**src/rtl/q2a03_pkg.sv**
```systemverilog
// Shared Q2A03 types and bus constants, used by the CPU core and its bus-side
// peripherals.
package q2a03_pkg;

  typedef logic [7:0]  reg8_type;
  typedef logic [15:0] reg16_type;

  localparam reg16_type DMA_REG_ADDR  = 16'h4014;
  localparam reg16_type OAM_DATA_ADDR = 16'h2004;

  typedef enum logic [2:0] {
    DMA_IDLE,
    DMA_HALT,
    DMA_ALIGN,
    DMA_GET,
    DMA_PUT
  } dma_state_t;

endpackage

```
**src/rtl/q2a03_bus_mux.sv**
```systemverilog
// 2:1 system-bus mux between the CPU and a DMA master; purely combinational so
// the bus follows the CPU in the same cycle whenever the DMA is not the owner.
module q2a03_bus_mux #(
  parameter int ADDR_W = 16,
  parameter int DATA_W = 8
) (
  input  logic              dma_own,
  input  logic [ADDR_W-1:0] cpu_addr,
  input  logic [DATA_W-1:0] cpu_wr_data,
  input  logic              cpu_rdwr,
  input  logic [ADDR_W-1:0] dma_addr,
  input  logic [DATA_W-1:0] dma_wr_data,
  input  logic              dma_rdwr,
  output logic [ADDR_W-1:0] bus_addr,
  output logic [DATA_W-1:0] bus_wr_data,
  output logic              bus_rdwr
);

  assign bus_addr    = dma_own ? dma_addr    : cpu_addr;
  assign bus_wr_data = dma_own ? dma_wr_data : cpu_wr_data;
  assign bus_rdwr    = dma_own ? dma_rdwr    : cpu_rdwr;

endmodule

```
**src/rtl/q2a03_oam_dma.sv**
```systemverilog
// Sprite DMA: a CPU write to $4014 halts the core and copies one 256-byte page
// to $2004 as alternating get/put CPU cycles.
module q2a03_oam_dma
  import q2a03_pkg::*;
(
  input  logic      G_clock,
  input  logic      G_reset,
  input  logic      cpu_ce,
  input  reg16_type C_addr,
  input  reg8_type  C_wr_data,
  input  logic      C_rdwr,
  output logic      G_ready,
  output reg16_type B_addr,
  output reg8_type  B_wr_data,
  output logic      B_rdwr,
  input  reg8_type  B_rd_data,
  output logic      dma_busy
);

  dma_state_t state, state_nxt;
  logic       parity;
  reg8_type   page, page_nxt;
  reg8_type   idx, idx_nxt;
  reg8_type   data, data_nxt;
  logic       ready_nxt, busy_nxt;

  logic       dma_own;
  reg16_type  dma_addr;
  logic       dma_rdwr;

  always_ff @(posedge G_clock) begin
    if (G_reset) begin
      state    <= DMA_IDLE;
      parity   <= 1'b0;
      page     <= '0;
      idx      <= '0;
      data     <= '0;
      G_ready  <= 1'b1;
      dma_busy <= 1'b0;
    end else if (cpu_ce) begin
      state    <= state_nxt;
      parity   <= ~parity;
      page     <= page_nxt;
      idx      <= idx_nxt;
      data     <= data_nxt;
      G_ready  <= ready_nxt;
      dma_busy <= busy_nxt;
    end
  end

  always_comb begin
    state_nxt = state;
    page_nxt  = page;
    idx_nxt   = idx;
    data_nxt  = data;
    ready_nxt = G_ready;
    busy_nxt  = dma_busy;
    case (state)
      DMA_IDLE: begin
        if (!C_rdwr && (C_addr == DMA_REG_ADDR)) begin
          page_nxt  = C_wr_data;
          idx_nxt   = '0;
          ready_nxt = 1'b0;
          busy_nxt  = 1'b1;
          state_nxt = DMA_HALT;
        end
      end
      DMA_HALT: begin
        // The CPU only stops on a read; the next cycle has parity ~parity.
        if (C_rdwr) begin
          state_nxt = parity ? DMA_GET : DMA_ALIGN;
        end
      end
      DMA_ALIGN: begin
        state_nxt = DMA_GET;
      end
      DMA_GET: begin
        data_nxt  = B_rd_data;
        state_nxt = DMA_PUT;
      end
      DMA_PUT: begin
        idx_nxt = idx + 8'd1;
        if (idx == 8'hFF) begin
          ready_nxt = 1'b1;
          busy_nxt  = 1'b0;
          state_nxt = DMA_IDLE;
        end else begin
          state_nxt = DMA_GET;
        end
      end
      default: begin
        state_nxt = DMA_IDLE;
      end
    endcase
  end

  assign dma_own  = (state == DMA_GET) || (state == DMA_PUT);
  assign dma_rdwr = (state == DMA_GET);
  assign dma_addr = (state == DMA_GET) ? {page, idx} : OAM_DATA_ADDR;

  q2a03_bus_mux #(
    .ADDR_W(16),
    .DATA_W(8)
  ) u_bus_mux (
    .dma_own    (dma_own),
    .cpu_addr   (C_addr),
    .cpu_wr_data(C_wr_data),
    .cpu_rdwr   (C_rdwr),
    .dma_addr   (dma_addr),
    .dma_wr_data(data),
    .dma_rdwr   (dma_rdwr),
    .bus_addr   (B_addr),
    .bus_wr_data(B_wr_data),
    .bus_rdwr   (B_rdwr)
  );

endmodule
```
**config.mk**
```make
export PLATFORM = sky130hd
export DESIGN_NAME = q2a03_oam_dma
export DESIGN_NICKNAME = d
export VERILOG_FILES = /design/src/rtl/q2a03_pkg.sv /design/src/rtl/q2a03_bus_mux.sv /design/src/rtl/q2a03_oam_dma.sv
export SDC_FILE = /design/constraint.sdc
export NUM_CORES = 1
export LEC_CHECK = 0
export CAP_MARGIN = 20
export CORE_ASPECT_RATIO = 2
export CORE_MARGIN = 3
export CORE_UTILIZATION = 40
export CTS_BUF_LIST = sky130_fd_sc_hd__clkbuf_4
export CTS_CLUSTER_DIAMETER = 80
export DETAILED_ROUTE_END_ITERATION = 10
export PLACE_DENSITY = 0.74
export SYNTH_ARGS = -nofsm -noshare
export SYNTH_HDL_FRONTEND = slang
export SYNTH_HIERARCHICAL = 1
export SYNTH_SLANG_ARGS = --single-unit
```
**constraint.sdc**
```tcl
create_clock -name G_clock -period 1.5 [get_ports G_clock]
set_input_delay 0.15 -clock G_clock [delete_from_list [all_inputs] [get_ports G_clock]]
set_output_delay 0.15 -clock G_clock [all_outputs]
set_load 0.02 [all_outputs]
```
Word-level counts from Yosys, hierarchy flattened --
Index checks and enable logic that the tools add are counted.
Storage, ports and cells: bits in registers 30, input port bits 36, output and inout port bits 27, logic and storage cells 45
Operators by class: add/sub/neg operators 1, equality and inequality tests 9, muxes and demuxes 17, bitwise gates (word level) 1, reduce and logical (&&, ||, !) cells 10
Operator list (number):
- $mux W16 | 2
- $eq A16 B15 Y1 const B | 1
- $mux W8 | 2
- $pmux W8 S2 | 1
- $pmux W3 S5 | 1
- $reduce_and A3 Y1 | 3
- $add A8 B1 Y8 const B | 1
- $eq A8 B8 Y1 const B | 1
- $eq A3 B2 Y1 const B | 2
- $mux W1 | 6
- $mux W3 | 2
- $ne A2 B2 Y1 const B | 3
- $pmux W1 S2 | 2
- $reduce_and A4 Y1 | 1
- $eq A3 B1 Y1 const B | 1
- $eq A3 B3 Y1 const B | 1
- $logic_not A3 Y1 | 1
- $mux W2 | 1
- $reduce_and A2 Y1 | 1
- $reduce_bool A2 Y1 | 1
- $logic_and A1 B1 Y1 | 1
- $logic_not A1 Y1 | 1
- $logic_or A1 B1 Y1 | 1
- $not A1 Y1 | 1

Depth between registers and ports, before layout --
Gate-level depths: netlist of run 1.
depth after elaboration 4, gate-level depth with buffers 6

By module --
The synthesis of run 1 kept the hierarchy.
Modules (own cells, without submodules):
- q2a03_oam_dma | times used 1, cells each 183, area an instance 1491.4 µm², seq. area each 600.6 µm²
- q2a03_bus_mux | times used 1, cells each 28, area an instance 407.9 µm², seq. area each 0.0 µm²

Worst setup path before layout of run 1 --
OpenSTA, ideal clock, no wires.
kind reg-to-output, start point register state[0], end point output port B_addr[0], arrival time 1.531 ns, slack -0.181 ns, stages on the path, launching flop included 7, path buffers 3, cells stage by stage dfxtp_1 > and3b_1 > clkbuf_1 > nand2b_1 > buf_6 > buf_12 > mux2_4
Between the ends: longest elaborated chain between the ends 3
RTL lines:
- from (decl) | RTL line q2a03_oam_dma.sv:20 | dma_state_t state, state_nxt;
- from (signal assigned) | RTL line q2a03_oam_dma.sv:41 | state <= state_nxt;
- $eq A3 B2 Y1 or $eq A3 B3 Y1 (tied branches) | RTL line q2a03_oam_dma.sv:97 | assign dma_own = (state == DMA_GET) || (state == DMA_PUT);
- $logic_or A1 B1 Y1 (*) | RTL line q2a03_oam_dma.sv:97
- net dma_own | RTL line q2a03_oam_dma.sv:27 | logic dma_own;
- $mux W16 (*) | RTL line q2a03_bus_mux.sv:19 | assign bus_addr = dma_own ? dma_addr : cpu_addr;
- to (decl) | RTL line q2a03_oam_dma.sv:13 | output reg16_type B_addr,
The timed path passes the listed nets; every way through them passes the cells marked *.

Worst setup path after layout of run 1 --
start point register state[2], end point output port B_addr[1]
The elaborated chain is that of the path after synthesis.

==> flow_metrics.py, run 1 <==
metrics = {
    "floorplanning": {
        "ioPinCount": 63,
        "start_util": 0.425,
        "die_h_um": 103,
        "rows": 34,
        "die-area_sq_um": 5660,
        "core-area_sq_um": 4470,
        "dieWidth_um": 54.7,
    },
    "cts": {
        "clk-insertion-delay-late_ns": 0.33,
        "clk_pin_slew_ns": 0.10,
        "cts_sinks": 30,
        "cts-hold-fix-buffers": 0,
        "cts_tree": "built",
        "htreeDepth": 2,
        "root_buffer": "clkbuf_4",
        "clockBufferDepth": 2,
        "cts_buffers": 5,
    },
    "route": {
        "drc": 0,
        "via_per_inst": 5.69,
        "first_pass_iters": 5,
        "routed_wl_um": 7260,
        "drt_iter0_drc": 110,
        "ant_nets": 0,
        "num_vias": 2141,
        "wl_per_cell_um": 19.3,
    },
    "grt": {
        "grt_pass1_vias": 2126,
        "grt_max_degree": 22,
        "grt_overflow": 0,
        "antenna_found_initial": 0,
        "track_usage": 0.247,
        "grt_pass1_wl_um": 10200,
    },
    "power_and_ir_drop": {
        "seq_power_share": 0.448,
        "switching_share": 0.248,
        "power_frac_comb": 0.200,
        "p_int_w": 0.00134,
        "power_density_nw_per_um2": 525,
        "clkPwrFrac": 0.352,
        "vdd_drop_max_mv": 0.497,
        "power_leakage_nw": 1.38,
        "p_switching_w": 0.000443,
    },
    "yosys": {
        "synth_cell_types": 44,
        "synth_edf_count": 0,
        "async_reset_ff_frac": 0,
        "synth_area_sq_um": 1900,
        "synth-seq-cells": 30,
        "syn-num-nets": 248,
        "ys_warn_count": 6,
        "ys_seq_area_frac": 0.316,
        "syn_inst": 211,
        "synthFlopType": "dfxtp_1",
        "avgSynthCellArea_sq_um": 9.00,
    },
    "timing": {
        "period_minus_slack_ns": 1.94,
        "setup_viol": 46,
        "maxSlewViolCount": 0,
        "worstMarginPinSlew_ns": 0.587,
        "hold_viol_final": 0,
        "period_share": 1.29,
        "fmax_mhz": 516,
        "finalClockSkew_ns": 0.00923,
        "worst_slack_ns": -0.439,
        "rsz0062_at_grt": "true",
        "max-slew-margin-rel": 0.603,
        "holdWs_ns": 0.213,
    },
    "final_layout": {
        "fillerInstances": 287,
        "stdcell_area_sq_um": 3400,
        "final_core_util": 0.762,
        "fin_nets": 359,
        "drive_gt1_frac": 0.481,
        "diodes": 0,
        "layoutNonFillerInstCount": 376,
        "area_growth_pct": 79.2,
    },
    "placement": {
        "postPlaceCellArea_sq_um": 2880,
        "dp_slack_ns": -0.648,
        "port_buffers": 62,
        "place_congestion": 0.837,
        "placed_cells": 356,
        "hpwlAfterDp_um": 4560,
    },
    "worst_setup_path": {
        "reg2reg_depth": 7,
        "path_buf_inv": 2,
        "critPathMaxStageDelay_ns": 0.34,
        "crit_chain": "and3b_2, nand2b_4, clkbuf_16, mux2_4, buf_6",
        "end_kind": "output port",
        "worstSetupPathType": "reg2out",
        "worst-path-stages": 5,
        "worst-path-max-fanout": 6,
        "critPathTopFamily": "simple AND/OR/NAND/NOR gates",
        "critPathArrivalTime_ns": 1.79,
        "startpoint": "state[2]",
        "crit_required_ns": 1.35,
        "slowest_stage": "dfxtp_2",
        "r2r-start": "state[1]",
        "critPathLaunchType": "flip-flop",
    },
    "job": {
        "cap_violations": 0,
    },
    "hold_path": {
        "min_from": "cpu_ce",
        "hp-class": "in2reg",
        "worstHoldPathCells": 3,
    },
    "outcome": {
        "violations": "negative setup slack",
        "status": "finished, violations left",
    },
}
## cell usage after synthesis, drive strengths merged, types with 2 or more instances
| library cell | instances | share of area |
|---|---|---|
| o21ai | 4 | 0.011 |
| nor4 | 2 | 0.0066 |
| and2 | 15 | 0.049 |
| nor4b | 6 | 0.031 |
| nand3b | 2 | 0.0079 |
| mux2 | 25 | 0.19 |
| clkbuf | 8 | 0.016 |
| inv | 5 | 0.0099 |
| mux2i | 9 | 0.047 |
| a31oi | 2 | 0.0066 |
| dfxtp | 30 | 0.32 |
| nand4b | 2 | 0.0092 |
| nand2b | 4 | 0.013 |
| nor2 | 16 | 0.032 |
| a21oi | 12 | 0.032 |
| nor3 | 2 | 0.0053 |
| o311ai | 5 | 0.023 |
| buf | 6 | 0.036 |
| nand2 | 25 | 0.049 |
| nand4 | 3 | 0.0099 |
| nor2b | 2 | 0.0066 |
| nor3b | 3 | 0.012 |
| nand3 | 9 | 0.024 |
## placed cells by master, fill, tap and decap left out, types with 2 or more instances in the layout
master	count
clkdlybuf4s50_1	20
nor4b_4	3
nand4b_1	2
buf_2	3
o311ai_4	3
buf_4	34
nor4b_1	3
nand3b_1	2
nand2b_1	3
nand2_4	2
inv_1	5
o21ai_4	2
nand3_2	2
buf_6	42
dfxtp_1	25
nor3b_1	3
clkdlybuf4s15_2	2
clkbuf_4	5
a21oi_1	11
nand3_1	7
dfxtp_2	5
nand2_1	21
nand2_2	2
nor2b_1	2
dlygate4sd2_1	9
nor2_1	15
and2_1	14
clkdlybuf4s15_1	2
mux2_4	25
buf_12	3
nand4_1	3
mux2i_1	9
## power groups by stage
stage | registers (W) | clock network (W) | logic, W
floorplan | 0.000819 | 0 | 0.000122
global placement | 0.000819 | 0 | 0.000330
detailed placement | 0.000819 | 0 | 0.000333
CTS | 0.000800 | 0.000634 | 0.000319
global route | 0.000801 | 0.000662 | 0.000376
finish | 0.000801 | 0.000629 | 0.000358
## state kept, by name, indices dropped and copies added, names as in the netlist
| signal | cells |
|---|---|
| page | 8 |
| state | 3 |
| dma_busy | 1 |
| G_ready | 1 |
| parity | 1 |
| data | 8 |
| idx | 8 |
## metrics by stage
step                      power (W)  setup TNS [ns]
final                       0.00179          -15.12
after detailed placement    0.00115          -21.65
after CTS                   0.00175          -10.61
after floorplan            0.000940          -0.720
after global placement      0.00115          -21.30
after global routing        0.00184          -16.74
## final cells by class
type	count	area, sq um	area share
Timing Repair Buffer	118	1180	0.346
Multi-Input combinational cell	162	1460	0.429
Inverter	5	18.8	0.00551
Clock inverter	2	33.8	0.00993
Sequential cell	30	607	0.178
Tap cell	54	67.6	0.0199
Clock buffer	5	37.5	0.0110
## timing repair
| action | in CTS | in global routing |
|---|---|---|
| buffers inserted | 5 | 7 |
| setup endpoints to repair | 46 | 52 |
| cloned | 2 | 1 |
| pin swaps | 16 | 16 |
| resized for setup | 194 | 68 |
## path summary, 6_finish.rpt
check | end | slack (ns)
setup / recovery | B_addr[1] | -0.44
hold / removal | parity | 0.21
setup reg to reg | page[7] | -0.32
hold reg to reg | data[5] | 0.46
## worst register-to-register path, stage by stage, from the launching register on
cell and delay (ns):
dfxtp_2 0.35, buf_6 0.11, buf_6 0.12, or2_4 0.29, nor4_4 0.32, buf_4 0.22
mux2i_1 0.24, nor2_1 0.07
## cell families after synthesis
logic type | synth area share
compound gates | 0.0968
simple gates | 0.279
buf+inv | 0.0613
flops | 0.316
xor+xnor | 0.00461
fa+ha+maj | 0.00659
mux | 0.235
## layer usage
| layer | up-vias | part of all wire | global-route usage |
|---|---|---|---|
| met2 | 107 | 0.59 | 0.469 |
| met4 | 0 | 0.043 | 0.115 |
| met3 | 30 | 0.047 | 0.0301 |
| met1 | 1029 | 0.32 | 0.249 |
| met5 | - | 0 | 0 |
| li1 | 975 | - | - |
No activity file was read; power rests on OpenSTA's default activity.
==> run 2: changes to the inputs <==
--- a/config.mk
+++ b/config.mk
@@ -7,11 +7,11 @@
 export LEC_CHECK = 0
 export CAP_MARGIN = 20
 export CORE_ASPECT_RATIO = 2
-export CORE_MARGIN = 3
 export CORE_UTILIZATION = 40
 export CTS_BUF_LIST = sky130_fd_sc_hd__clkbuf_4
 export CTS_CLUSTER_DIAMETER = 80
 export DETAILED_ROUTE_END_ITERATION = 10
+export HOLD_SLACK_MARGIN = 0.05
 export PLACE_DENSITY = 0.74
 export SYNTH_ARGS = -nofsm -noshare
 export SYNTH_HDL_FRONTEND = slang
==> run 2 against run 1 <==
The run still ends with negative setup slack left. Cell area increased by 2.1%. Die area shrank 11%. Flip-flop and latch count stayed put. Sequential share of layout area shrank 0.30 points. Register-to-register slack gained 0.13 ns. Highest routed layer unchanged.
==> flow_metrics.py, run 2 (same netlist as run 1, synthesis figures left out) <==
metrics = {
    "floorplanning": {
        "dieWidth_um": 50.7,
        "die-area_sq_um": 5040,
        "rows": 35,
        "die_h_um": 99.5,
        "ioPinCount": 63,
        "core-area_sq_um": 4600,
        "start_util": 0.413,
    },
    "timing": {
        "max-slew-margin-rel": 0.769,
        "period_minus_slack_ns": 1.88,
        "setup_viol": 46,
        "worstMarginPinSlew_ns": 0.342,
        "rsz0062_at_grt": "true",
        "fmax_mhz": 532,
        "maxSlewViolCount": 0,
        "period_share": 1.25,
        "finalClockSkew_ns": 0.00397,
        "fin_tns_setup_ns": -11.43,
        "worst_slack_ns": -0.379,
        "hold_viol_final": 0,
    },
    "route": {
        "num_vias": 2076,
        "ant_nets": 0,
        "drc": 0,
        "routed_wl_um": 6720,
        "wl_per_cell_um": 17.7,
        "first_pass_iters": 4,
        "via_per_inst": 5.48,
        "drt_iter0_drc": 45,
    },
    "grt": {
        "antenna_found_initial": 0,
        "grt_max_degree": 22,
        "grt_pass1_vias": 2203,
        "track_usage": 0.277,
        "grt_overflow": 0,
        "grt_pass1_wl_um": 10400,
    },
    "worst_setup_path": {
        "crit_required_ns": 1.35,
        "reg2reg_depth": 7,
        "worstSetupPathType": "reg2out",
        "reg2reg_slack_ns": -0.19,
        "crit_chain": "and3b_2, nand2b_4, buf_12, mux2_4, buf_6",
        "critPathLaunchType": "flip-flop",
        "r2r_end": "page[5]",
        "end_kind": "output port",
        "r2r-start": "state[0]",
        "slowest_stage": "dfxtp_2",
        "critPathArrivalTime_ns": 1.73,
        "critPathMaxStageDelay_ns": 0.37,
        "worst-path-max-fanout": 7,
    },
    "cts": {
        "clockBufferDepth": 2,
        "cts_sinks": 30,
        "root_buffer": "clkbuf_4",
        "clk_pin_slew_ns": 0.10,
        "clk-insertion-delay-late_ns": 0.33,
        "cts_tree": "built",
        "htreeDepth": 2,
        "cts_buffers": 5,
    },
    "final_layout": {
        "layoutNonFillerInstCount": 379,
        "area_growth_pct": 83.0,
        "diodes": 0,
        "drive_gt1_frac": 0.540,
        "final_cell_mix": "buf_6, buf_4, mux2_4, dfxtp_1",
        "final_common_cell": "buf_6",
        "fin_nets": 360,
        "reg.largest.list": "data: 8 flops, idx: 8 flops, page: 8 flops",
        "fillerInstances": 319,
    },
    "hold_path": {
        "whs_endpoint": "parity",
        "worstHoldPathCells": 3,
        "min_from": "cpu_ce",
        "hp-class": "in2reg",
    },
    "outcome": {
        "status": "finished, violations left",
        "violations": "negative setup slack",
    },
    "power_and_ir_drop": {
        "power_w": 0.00164,
        "vdd_drop_max_mv": 0.724,
        "power_leakage_nw": 1.39,
        "power_density_nw_per_um2": 472,
    },
    "placement": {
        "hpwlAfterDp_um": 4210,
        "place_congestion": 0.854,
        "placed_cells": 358,
        "port_buffers": 62,
    },
    "job": {
        "cap_violations": 0,
    },
}
-- run 2: what timing repair did --
action / 4_1_cts / 5_1_grt
gates cloned: 3 / 1
buffers inserted: 9 / 2
pin swaps: 17 / 12
endpoints found under the setup margin: 46 / 48
gates resized for setup: 241 / 40
hold buffers: 0 / 0
-- run 2: worst max-delay path: cells and delay by family, from the launching register on --
kind	cells	cell delay (ns)
flops	1	0.37
mux	1	0.31
buf+inv	2	0.29
simple gates	2	0.43
-- run 2: area by class of cell --
class / instances / area [sq um] / share of cell area
Multi-Input combinational cell: 162 / 1520 / 0.437
Timing Repair Buffer: 119 / 1200 / 0.347
Sequential cell: 30 / 609 / 0.175
Tap cell: 55 / 68.8 / 0.0198
Clock buffer: 6 / 45.0 / 0.0130
Inverter: 5 / 18.8 / 0.00540
Clock inverter: 2 / 8.76 / 0.00252
-- run 2: worst max-delay path by stage --
stage | start | end | slack (ns) | depth (start not counted)
6_report | state[0] | B_addr[14] | -0.38 | 5
5_1_grt | state[1] | B_addr[2] | -0.43 | 5
4_1_cts | state[0] | B_wr_data[6] | -0.45 | 6
3_5_place_dp | cpu_ce | page[1] | -0.74 | 8
3_3_place_gp | cpu_ce | page[0] | -0.69 | 8
2_1_floorplan | idx[0] | dma_busy | -0.04 | 6
-- run 2: metal layers --
layer  GRT usage  routed length [um]  up-vias
met5           0                   0        -
met4       0.147                 263        0
met3      0.0443                 236       18
met2       0.539                3850       67
met1       0.260                2370     1016
li1            -                   -      975
-- run 2: metrics by stage --
stage          utilization  setup WS, ns  area (sq um)  hold slack (ns)
6_report             0.756        -0.379          3480            0.199
5_1_grt              0.756        -0.425          3480            0.201
4_1_cts              0.724        -0.452          3330            0.175
3_5_place_dp         0.634        -0.741          2910            0.447
3_3_place_gp         0.634        -0.688          2910            0.442
2_1_floorplan            -       -0.0397          1950            0.286
-- run 2: power breakdown --
part	internal [W]	switching [W]
sequential	0.000798	0.00000191
combinational	0.000212	0.000148
clock	0.000194	0.000286
==> run 3: changes to the inputs <==
--- a/config.mk
+++ b/config.mk
@@ -5,6 +5,7 @@
 export SDC_FILE = /design/constraint.sdc
 export NUM_CORES = 1
 export LEC_CHECK = 0
+export ABC_CLOCK_PERIOD_IN_PS = 1500
 export CAP_MARGIN = 20
 export CORE_ASPECT_RATIO = 2
 export CORE_UTILIZATION = 40
==> results of run 3 <==
No change in the layout: final DEF, timing and power equal those of run 2.
